`src/rtl/uart_rx_fifo.sv`:
```
// uart_rx_fifo: parametrised UART receiver with a small receive FIFO.
//
// Frames are DATA_W data bits (LSB first), optional even/odd parity and one
// or two stop bits, with a run-time bit period of div_i clock cycles. Good
// frames are pushed into a FIFO_DEPTH-entry FIFO that is read through a
// valid/ready interface. Bad frames raise a one-cycle error pulse and are
// dropped. A line held low through the first stop bit is reported as a break.
//
// Ports:
//   clk_i, rstn_i      clock, asynchronous active-low reset
//   rx_i               serial line, idle high, asynchronous to clk_i
//   div_i              clock cycles per bit (values below 4 act as 4)
//   parity_i           00/01 none, 10 even, 11 odd
//   stop2_i            1 selects two stop bits
//   rd_data_o          registered FIFO head (0 when empty)
//   rd_valid_o         FIFO not empty
//   rd_ready_i         pop request, honoured while rd_valid_o is high
//   count_o            FIFO occupancy
//   frame_err_o        pulse: a stop bit was sampled low
//   parity_err_o       pulse: parity mismatch on an otherwise good frame
//   overflow_o         pulse: good frame dropped because the FIFO was full
//   break_o            level: line-break condition active
module uart_rx_fifo #(
    parameter int DATA_W     = 8,
    parameter int FIFO_DEPTH = 8,
    parameter int DIV_W      = 32
) (
    input  logic                            clk_i,
    input  logic                            rstn_i,
    input  logic                            rx_i,
    input  logic [DIV_W-1:0]                div_i,
    input  logic [1:0]                      parity_i,
    input  logic                            stop2_i,
    output logic [DATA_W-1:0]               rd_data_o,
    output logic                            rd_valid_o,
    input  logic                            rd_ready_i,
    output logic [$clog2(FIFO_DEPTH):0]     count_o,
    output logic                            frame_err_o,
    output logic                            parity_err_o,
    output logic                            overflow_o,
    output logic                            break_o
);

    localparam int PTR_W = $clog2(FIFO_DEPTH);
    localparam int CNT_W = PTR_W + 1;

    typedef enum logic [2:0] {
        S_IDLE, S_START, S_DATA, S_PARITY, S_STOP1, S_STOP2, S_BREAK
    } state_t;

    // ---------------------------------------------------------------- sync
    logic rx_meta, rxs, rxs_prev;

    // NOTE: sequential state is always written with non-blocking assignments
    // so every flop samples the pre-edge value of its neighbours.
    always_ff @(posedge clk_i or negedge rstn_i) begin
        if (!rstn_i) begin
            rx_meta  <= 1'b1;
            rxs      <= 1'b1;
            rxs_prev <= 1'b1;
        end else begin
            rx_meta  <= rx_i;
            rxs      <= rx_meta;
            rxs_prev <= rxs;
        end
    end

    // ------------------------------------------------------------ receiver
    state_t            state;
    logic [DIV_W-1:0]  cnt, f_div;
    logic              f_par_en, f_odd, f_stop2;
    logic [3:0]        bit_idx;
    logic [DATA_W-1:0] shreg;
    logic              par_acc, par_bad, all_zero;
    logic              push_r;

    logic [DIV_W-1:0] div_clamped;
    logic             tick;

    assign div_clamped = (div_i < DIV_W'(4)) ? DIV_W'(4) : div_i;
    // The counter is loaded with the wait length and the sample is taken on
    // the cycle it reads 1, so a load of N samples exactly N cycles later.
    assign tick = (cnt == DIV_W'(1));

    always_ff @(posedge clk_i or negedge rstn_i) begin
        if (!rstn_i) begin
            state        <= S_IDLE;
            cnt          <= '0;
            f_div        <= DIV_W'(4);
            f_par_en     <= 1'b0;
            f_odd        <= 1'b0;
            f_stop2      <= 1'b0;
            bit_idx      <= '0;
            shreg        <= '0;
            par_acc      <= 1'b0;
            par_bad      <= 1'b0;
            all_zero     <= 1'b1;
            push_r       <= 1'b0;
            frame_err_o  <= 1'b0;
            parity_err_o <= 1'b0;
            break_o      <= 1'b0;
        end else begin
            push_r       <= 1'b0;
            frame_err_o  <= 1'b0;
            parity_err_o <= 1'b0;
            if (state != S_IDLE && state != S_BREAK)
                cnt <= tick ? f_div : cnt - DIV_W'(1);

            case (state)
                S_IDLE: begin
                    if (rxs_prev && !rxs) begin
                        f_div    <= div_clamped;
                        f_par_en <= parity_i[1];
                        f_odd    <= parity_i[0];
                        f_stop2  <= stop2_i;
                        cnt      <= div_clamped >> 1;
                        state    <= S_START;
                    end
                end
                S_START: if (tick) begin
                    if (rxs) begin
                        state <= S_IDLE;            // glitch, not a start bit
                    end else begin
                        bit_idx  <= '0;
                        par_acc  <= 1'b0;
                        par_bad  <= 1'b0;
                        all_zero <= 1'b1;
                        state    <= S_DATA;
                    end
                end
                S_DATA: if (tick) begin
                    shreg   <= {rxs, shreg[DATA_W-1:1]};
                    par_acc <= par_acc ^ rxs;
                    if (rxs) all_zero <= 1'b0;
                    bit_idx <= bit_idx + 4'd1;
                    if (bit_idx == 4'(DATA_W - 1))
                        state <= f_par_en ? S_PARITY : S_STOP1;
                end
                S_PARITY: if (tick) begin
                    par_bad <= ((par_acc ^ rxs) != f_odd);
                    if (rxs) all_zero <= 1'b0;
                    state <= S_STOP1;
                end
                S_STOP1: if (tick) begin
                    if (!rxs) begin
                        // An all-zero frame including its stop bit is a break.
                        if (all_zero) begin
                            break_o <= 1'b1;
                            state   <= S_BREAK;
                        end else begin
                            frame_err_o <= 1'b1;
                            state       <= S_IDLE;
                        end
                    end else if (f_stop2) begin
                        state <= S_STOP2;
                    end else begin
                        parity_err_o <= par_bad;
                        push_r       <= !par_bad;
                        state        <= S_IDLE;
                    end
                end
                S_STOP2: if (tick) begin
                    if (!rxs) begin
                        frame_err_o <= 1'b1;
                    end else begin
                        parity_err_o <= par_bad;
                        push_r       <= !par_bad;
                    end
                    state <= S_IDLE;
                end
                S_BREAK: begin
                    if (rxs) begin
                        break_o <= 1'b0;
                        state   <= S_IDLE;
                    end
                end
                default: state <= S_IDLE;
            endcase
        end
    end

    // ---------------------------------------------------------------- FIFO
    logic [DATA_W-1:0] mem [FIFO_DEPTH];
    logic [PTR_W-1:0]  wr_ptr, rd_ptr, rd_ptr_nxt;
    logic [CNT_W-1:0]  count_nxt;
    logic [DATA_W-1:0] head_nxt;
    logic              full, do_pop, do_push;

    assign full       = (count_o == CNT_W'(FIFO_DEPTH));
    assign rd_valid_o = (count_o != '0);
    assign do_pop     = rd_ready_i && rd_valid_o;
    // A full FIFO still accepts the push when a pop frees a slot this cycle.
    assign do_push    = push_r && (!full || do_pop);
    assign overflow_o = push_r && full && !do_pop;

    // NOTE: every signal assigned in always_comb gets a default first, so no
    // path leaves it unassigned and no latch is inferred.
    always_comb begin
        rd_ptr_nxt = do_pop ? rd_ptr + PTR_W'(1) : rd_ptr;
        count_nxt  = count_o + CNT_W'(do_push) - CNT_W'(do_pop);
        head_nxt   = '0;
        if (do_push && rd_ptr_nxt == wr_ptr)
            head_nxt = shreg;               // new head is being written now
        else if (count_nxt != '0)
            head_nxt = mem[rd_ptr_nxt];
    end

    // NOTE: the storage array has no reset; occupancy and the head register
    // are reset, so stale contents are never visible.
    always_ff @(posedge clk_i) begin
        if (do_push) mem[wr_ptr] <= shreg;
    end

    always_ff @(posedge clk_i or negedge rstn_i) begin
        if (!rstn_i) begin
            wr_ptr    <= '0;
            rd_ptr    <= '0;
            count_o   <= '0;
            rd_data_o <= '0;
        end else begin
            if (do_push) wr_ptr <= wr_ptr + PTR_W'(1);
            rd_ptr    <= rd_ptr_nxt;
            count_o   <= count_nxt;
            rd_data_o <= head_nxt;
        end
    end

endmodule

```
`config.mk`:
```
export PLATFORM = sky130hd
export DESIGN_NAME = uart_rx_fifo
export DESIGN_NICKNAME = d
export VERILOG_FILES = /design/src/rtl/uart_rx_fifo.sv
export SDC_FILE = /design/constraint.sdc
export NUM_CORES = 1
export LEC_CHECK = 0
export ABC_AREA = 1
export BUFFER_PORTS_ARGS = -buffer_cell sky130_fd_sc_hd__buf_2
export CORE_ASPECT_RATIO = 0.8
export CORE_MARGIN = 2
export CORE_UTILIZATION = 61
export CTS_BUF_LIST = sky130_fd_sc_hd__clkbuf_16
export DETAILED_ROUTE_END_ITERATION = 6
export PLACE_DENSITY = 0.92
export SETUP_SLACK_MARGIN = 0.4
export SLEW_MARGIN = 20
export SYNTH_ARGS = -nofsm -noshare
export SYNTH_HDL_FRONTEND = slang
export SYNTH_SLANG_ARGS = --single-unit
```
`constraint.sdc`:
```
create_clock -name clk_i -period 3.3 [get_ports clk_i]
set_input_delay 0.495 -clock clk_i [delete_from_list [all_inputs] [get_ports clk_i]]
set_output_delay 0.495 -clock clk_i [all_outputs]
set_load 0.01 [all_outputs]
```
## Yosys cells after proc, flatten, opt, wreduce, memory -nomap -nowiden

Memories as Yosys holds them, arrays and structs flattened.
Index checks and enable logic that the tools add are counted.
W data, S select, Z words.

- Memories: 1
- Output and inout bits: 17
- RAM bits: 64
- Register bits: 110

- Reductions and logical operators: 28
- Magnitude comparators: 1
- Equality and inequality tests: 25
- Bitwise logic cells: 1
- Multiplexer cells: 62
- $add $sub $neg: 6

Memory list:

| memory | words | bits a word | read ports | clocked after Yosys merged registers in | wr ports | RTL line | source |
|---|---|---|---|---|---|---|---|
| mem | 8 | 8 | 1 | 0 | 1 | 183 | `logic [DATA_W-1:0] mem [FIFO_DEPTH];` |

Operator list:

| operator | count |
|---|---|
| $mux W32 | 5 |
| $mux W3 | 13 |
| $eq A32 B1 Y1 const B | 1 |
| $lt A32 B3 Y1 const B | 1 |
| $sub A32 B1 Y32 const B | 1 |
| $mux W1 | 29 |
| $ne A2 B2 Y1 const B | 11 |
| $pmux W3 S7 | 1 |
| $mux W8 | 2 |
| $pmux W1 S2 | 7 |
| $mux W4 | 3 |
| $reduce_and A5 Y1 | 2 |
| $eq A3 B3 Y1 const B | 3 |
| $pmux W4 S2 | 1 |
| $reduce_and A8 Y1 | 1 |
| $reduce_bool A2 Y1 | 4 |
| $reduce_bool A4 Y1 | 2 |
| $logic_and A1 B1 Y1 | 7 |
| $add A3 B1 Y3 const B | 2 |
| $eq A3 B2 Y1 const B | 2 |
| $add A4 B1 Y4 | 1 |
| $add A4 B1 Y4 const B | 1 |
| $eq A4 B3 Y1 const B | 1 |
| $eq A4 B4 Y1 const B | 1 |
| 16 further kinds | 21 |

## Longest topological paths before layout

- Depth after elaboration: 9
- Depth in mapped cells: 17
- Gate-level depth less buffers: 17

## Least setup slack after synthesis

OpenSTA, ideal clock, no wires.

- Path kind: register to register
- Start: reg count_o[2]
- End: reg rd_data_o[6]
- Arrival time: 2.686 ns
- Stages on the path, launching flop included: 18
- Data required time: 3.183 ns
- Clock period less this slack: 2.803 ns
- Setup time: 0.117 ns
- Setup slack: 0.497 ns
- Cell sequence: dfrtp_1 > inv_1 > ha_1 > nand2_2 > nand2_4 > a21oi_2 > inv_1 > ha_1 > inv_1 > ha_1 > fa_1 > xor2_1 > nor3_1 > nand2_1 > nand2_2 > inv_1 > nand2_1 > nand2_1

- Longest elaborated chain between the ends: 9

RTL lines:

| item | RTL line | source |
|---|---|---|
| start: declaration | 37 | `output logic [$clog2(FIFO_DEPTH):0] count_o,` |
| start signal: assignment | 223 | `count_o <= count_nxt;` |
| $reduce_bool A4 Y1 * | 190 | `assign rd_valid_o = (count_o != '0);` |
| net rd_valid_o | 35 | `output logic rd_valid_o,` |
| $logic_and A1 B1 Y1 * | 191 | `assign do_pop = rd_ready_i && rd_valid_o;` |
| $logic_or A1 B1 Y1 | 193 | `assign do_push = push_r && (!full \|\| do_pop);` |
| $logic_and A1 B1 Y1 | 193 |  |
| $add A4 B1 Y4 | 200 | `count_nxt = count_o + CNT_W'(do_push) - CNT_W'(do_pop);` |
| $sub A4 B1 Y4 * | 200 |  |
| net count_nxt[2] | 185 | `logic [CNT_W-1:0] count_nxt;` |
| $reduce_bool A4 Y1 * | 204 | `else if (count_nxt != '0)` |
| $mux W8 * | 204 |  |
| $mux W8 * | 202 | `if (do_push && rd_ptr_nxt == wr_ptr)` |
| net head_nxt[6] | 186 | `logic [DATA_W-1:0] head_nxt;` |
| end signal: assignment | 224 | `rd_data_o <= head_nxt;` |
| end: declaration | 34 | `output logic [DATA_W-1:0] rd_data_o,` |

The timed path passes the listed nets; every way through them passes the cells marked *.
A chain may end at the register's enable or synchronous reset.

## Worst setup path in the final report

- Start: reg count_o[2]
- End: reg rd_data_o[6]

- Longest elaborated chain between the ends: 9

RTL lines:

| item | RTL line |
|---|---|
| $eq A4 B4 Y1 or $reduce_bool A4 Y1 (tied branches) | 189, 190 |
| $logic_not A1 Y1 or $logic_and A1 B1 Y1 (tied branches) | 193, 191 |
| $logic_or A1 B1 Y1 | 193 |
| $logic_and A1 B1 Y1 | 193 |
| $add A4 B1 Y4 | 200 |
| $sub A4 B1 Y4 * | 200 |
| net count_nxt[1] | 185 |
| $reduce_bool A4 Y1 * | 204 |
| $mux W8 * | 204 |
| $mux W8 * | 202 |
| net head_nxt[6] | 186 |

Marks and branches as above.

==> summary.md <==
| Metric | Value |
|---|---|
| Outcome | complete, no violations |
| FF-to-FF setup slack | 530 ps |
| CTS hold repair buffers | 0 |
| Post-synthesis sequential area ratio | 0.527 |
| Synth Warn # | 0 |
| Hold depth | 1 |
| Most frequent cells in the layout | nand2_1, dfrtp_1, inv_1, nand3_1, nor2_1 |
| CP peak stage delay | around 450 ps |
| Largest net degree at the start of global routing | between 60 and 70 |
| Vias | between 7,000 and 8,000 |
| Clock Tree Root | clkbuf_16 |
| Most frequent CP cell | inv_1 |
| TNS Setup | 0 ps |
| Final Cycle Share | 0.839 |
| CP Capture Type | flip-flop |
| Routed Antenna Nets | 0 |
| Max_cap viols | 0 |
| Post-DR wirelength/cell | ~16 um |
| I/O Buffers | 55 |
| FP Rows | 39 |
| Reg2reg path depth | 15 |
| Initial DRT Pass Iterations | 5 |
| Seq cells post-synth | between 150 and 200 |
| Unrepaired setup endpoints after global routing | no |
| Leading cell type in the layout, fill and taps excluded | nand2_1 |
| H-tree levels | 4 |
| Syn Inst Count | approximately 1,100 |
| Sequential power share | 0.358 |
| Total gr overflow | 0 |
| Critical Path AT | 3110 ps |
| Type of origin of the critical path | flip-flop |
| Combinational Power Share | 0.415 |
| Fin area | 9940 um^2 |
| Num CTS Buffers | 17 |
| Antenna violations before repair | 0 |
| Pwr/cell area | between 800 and 900 nW/um^2 |
| Top post-synthesis cells by area | dfrtp_1, edfxtp_1, nand2_1, nand3_1, inv_1 |
| ANT cells | 0 |
| Crit path kind | reg2reg |
| Chip width | 139 um |
| GRT Util Overall | 0.295 |
| Syn Std Cell Area | approximately 8900 um^2 |
| CTS tree | done |
| Worst-Skew Late Latency | between 400 and 500 ps |
| Clock Skews | approximately 11 ps |
| Clock sinks | ~170 |
| Yosys cell types | 40 |
| GP Congestion | approximately 0.97 |
| Hpwl dp | approximately 15,000 um |
| Longest Clk Path Bufs | 2 |
| Synth Net Count | between 1,000 and 1,500 |
| Final setup violation count | 0 |
| Leakage power | a little under 5 nW |
| Yosys top cell area share | 0.296 |
| Fin nets | roughly 1,200 |
| Vias per cell | between 5 and 6 |
| DRT Wirelength | approximately 22,000 um |
| Min Clock Period, post-route | 2770 ps |
| DIE HEIGHT | approximately 110 um |
| Net Sw Frac | 0.437 |
| DIE AREA | roughly 16,000 um^2 |
| Post-synth top area cell | dfrtp_1 |
| Rel. slew slack | 0.388 |
| Share of cells above drive strength 1 | 0.117 |
| Required @ worst endpoint | 3640 ps |
| Vias in the first global route | between 7,000 and 8,000 |
| Inst Count DP | between 1,000 and 1,500 |
| Worst-path cell chain | inv_1 > ha_1 > nor3b_4 > a21oi_4 > inv_1 > ha_1 > inv_1 > ha_4 > fa_2 > nor3_2 > nand2_2 > nand2_4 > inv_1 > nand2_1 > nand2_1 |
| Non-Filler Instances | between 1,000 and 1,500 |
| Total power | 8.73 mW |
| HP Class | in2reg |
| NetSw | approximately 3.8 mW |
| Fin. Hold Viols | 0 |
| Worst-path clk slew | around 70 ps |
| Tightest Pin Transition | roughly 910 ps |
| FMAX | 0.361 GHz |
| # IOs | 56 |
| Synth Area per Inst | between 8 and 9 um^2 |
| Core area | approximately 14,000 um^2 |
| DRC Markers | 0 |
| DRT iter0 DRCs | 985 |
| Synth-to-Final Area Change | 11.9% |
| Clock power share | 0.227 |
| Maximum vdd drop | 639 uV |
| Placed cell areas | approximately 9300 um^2 |
| Initial core utilization | 0.623 |
| First-pass GRT wire length | ~36,000 um |
| Fin. max-slew vios | 0 |
| Crit path max fanout | 8 |
| Crit-path slowest cell | fa_2 |
| Cell Int Power | 4.92 mW |
worst paths after layout:
check,start,end
max,count_o[2]$_DFF_PN0_,rd_data_o[6]$_DFF_PN0_
max in group asynchronous,rstn_i,all_zero$_DFFE_PN1P_
min in group asynchronous,rstn_i,state[0]$_DFFE_PN0P_
min reg2reg,rx_meta$_DFF_PN1_,rxs$_DFF_PN1_
max reg2reg,count_o[2]$_DFF_PN0_,rd_data_o[6]$_DFF_PN0_
min,rx_i,rx_meta$_DFF_PN1_
through the flow:
stage	worst slack (ps)	utilization	hold slack, ps
4_1_cts	429	0.695	146
3_5_place_dp	201	0.653	348
3_3_place_gp	391	0.653	346
5_1_grt	390	0.698	143
6_report	531	0.698	152
2_1_floorplan	497	-	199
critical path, delay by kind of cell, from the launching register on:
family | cells | cell delay [ps]
adder cells (fa/ha/maj) | 4 | 1030
AO/OA/AOI/OAI | 1 | 90
buffers and inverters | 4 | 340
flip-flops | 1 | 380
AND/OR/NAND/NOR | 6 | 840
kinds of logic (layout without fill, tap and decap cells):
logic type,after synthesis,after routing,share of synthesized area
DFF,174,174,0.527
muxes,1,1,0.00127
AOI/OAI and AO/OA,103,103,0.0603
xor gates and xnor gates,16,16,0.0158
buffers and inverters,137,203,0.0628
adders and majority gates,12,12,0.0178
and+or+nand+nor,662,662,0.315
sequential cells by signal, summed over array words and instances, names as in the netlist, 3 cells and up:
signal,flops
state,3
cnt,32
bit_idx,4
wr_ptr,3
rd_ptr,3
f_div,32
rd_data_o,8
count_o,4
mem,64
shreg,8
synth_stat cells, drive strengths merged:
library cell and n:
edfxtp 64, xnor2 5, and2 2, and3 1, o211ai 3, a31oi 1, clkbuf 15, nand4 14
nor2 103, nand3 102, nand3b 2, xor2 11, nor4 5, a21oi 29, o22ai 2, or2 3
a32o 1, dfstp 5, nor3 11, o21ai 67, fa 1, dfrtp 105, nor3b 1, ha 11
buf 15, clkinv 1, nand2 418, inv 106, mux2 1
area by class of cell:
cell class | instances | area [um^2]
sequential | 174 | 4680
tap | 184 | 230
timing repair buffer | 64 | 358
inverter | 107 | 402
multi-input combinational | 794 | 3700
clock inverter | 15 | 146
fill | 1073 | 4310
clock buffer | 17 | 425
per-layer routing:
| layer | track usage | routed length, um | vias up |
|---|---|---|---|
| met5 | 0 | 0 | - |
| met4 | 0.108 | 535 | 0 |
| met3 | 0.0826 | 2410 | 56 |
| met2 | 0.440 | 10100 | 457 |
| met1 | 0.419 | 9290 | 3681 |
| li1 | - | - | 3674 |
power by group through the flow:
| stage | sequential (mW) | combinational, mW | clock (mW) |
|---|---|---|---|
| 2_1_floorplan | 3.07 | 2.59 | 0 |
| 3_3_place_gp | 3.12 | 3.29 | 0 |
| 3_5_place_dp | 3.13 | 3.46 | 0 |
| 4_1_cts | 3.10 | 3.52 | 1.98 |
| 5_1_grt | 3.18 | 4.07 | 2.06 |
| 6_report | 3.13 | 3.62 | 1.98 |
repair_timing:
item,CTS,global route
hold endpoints to repair,0,0
setup endpoints to repair,8,8
setup buffers,2,0
pin swaps,3,2
resized for setup,3,7
Note: power is estimated with default switching activity, not from simulation.
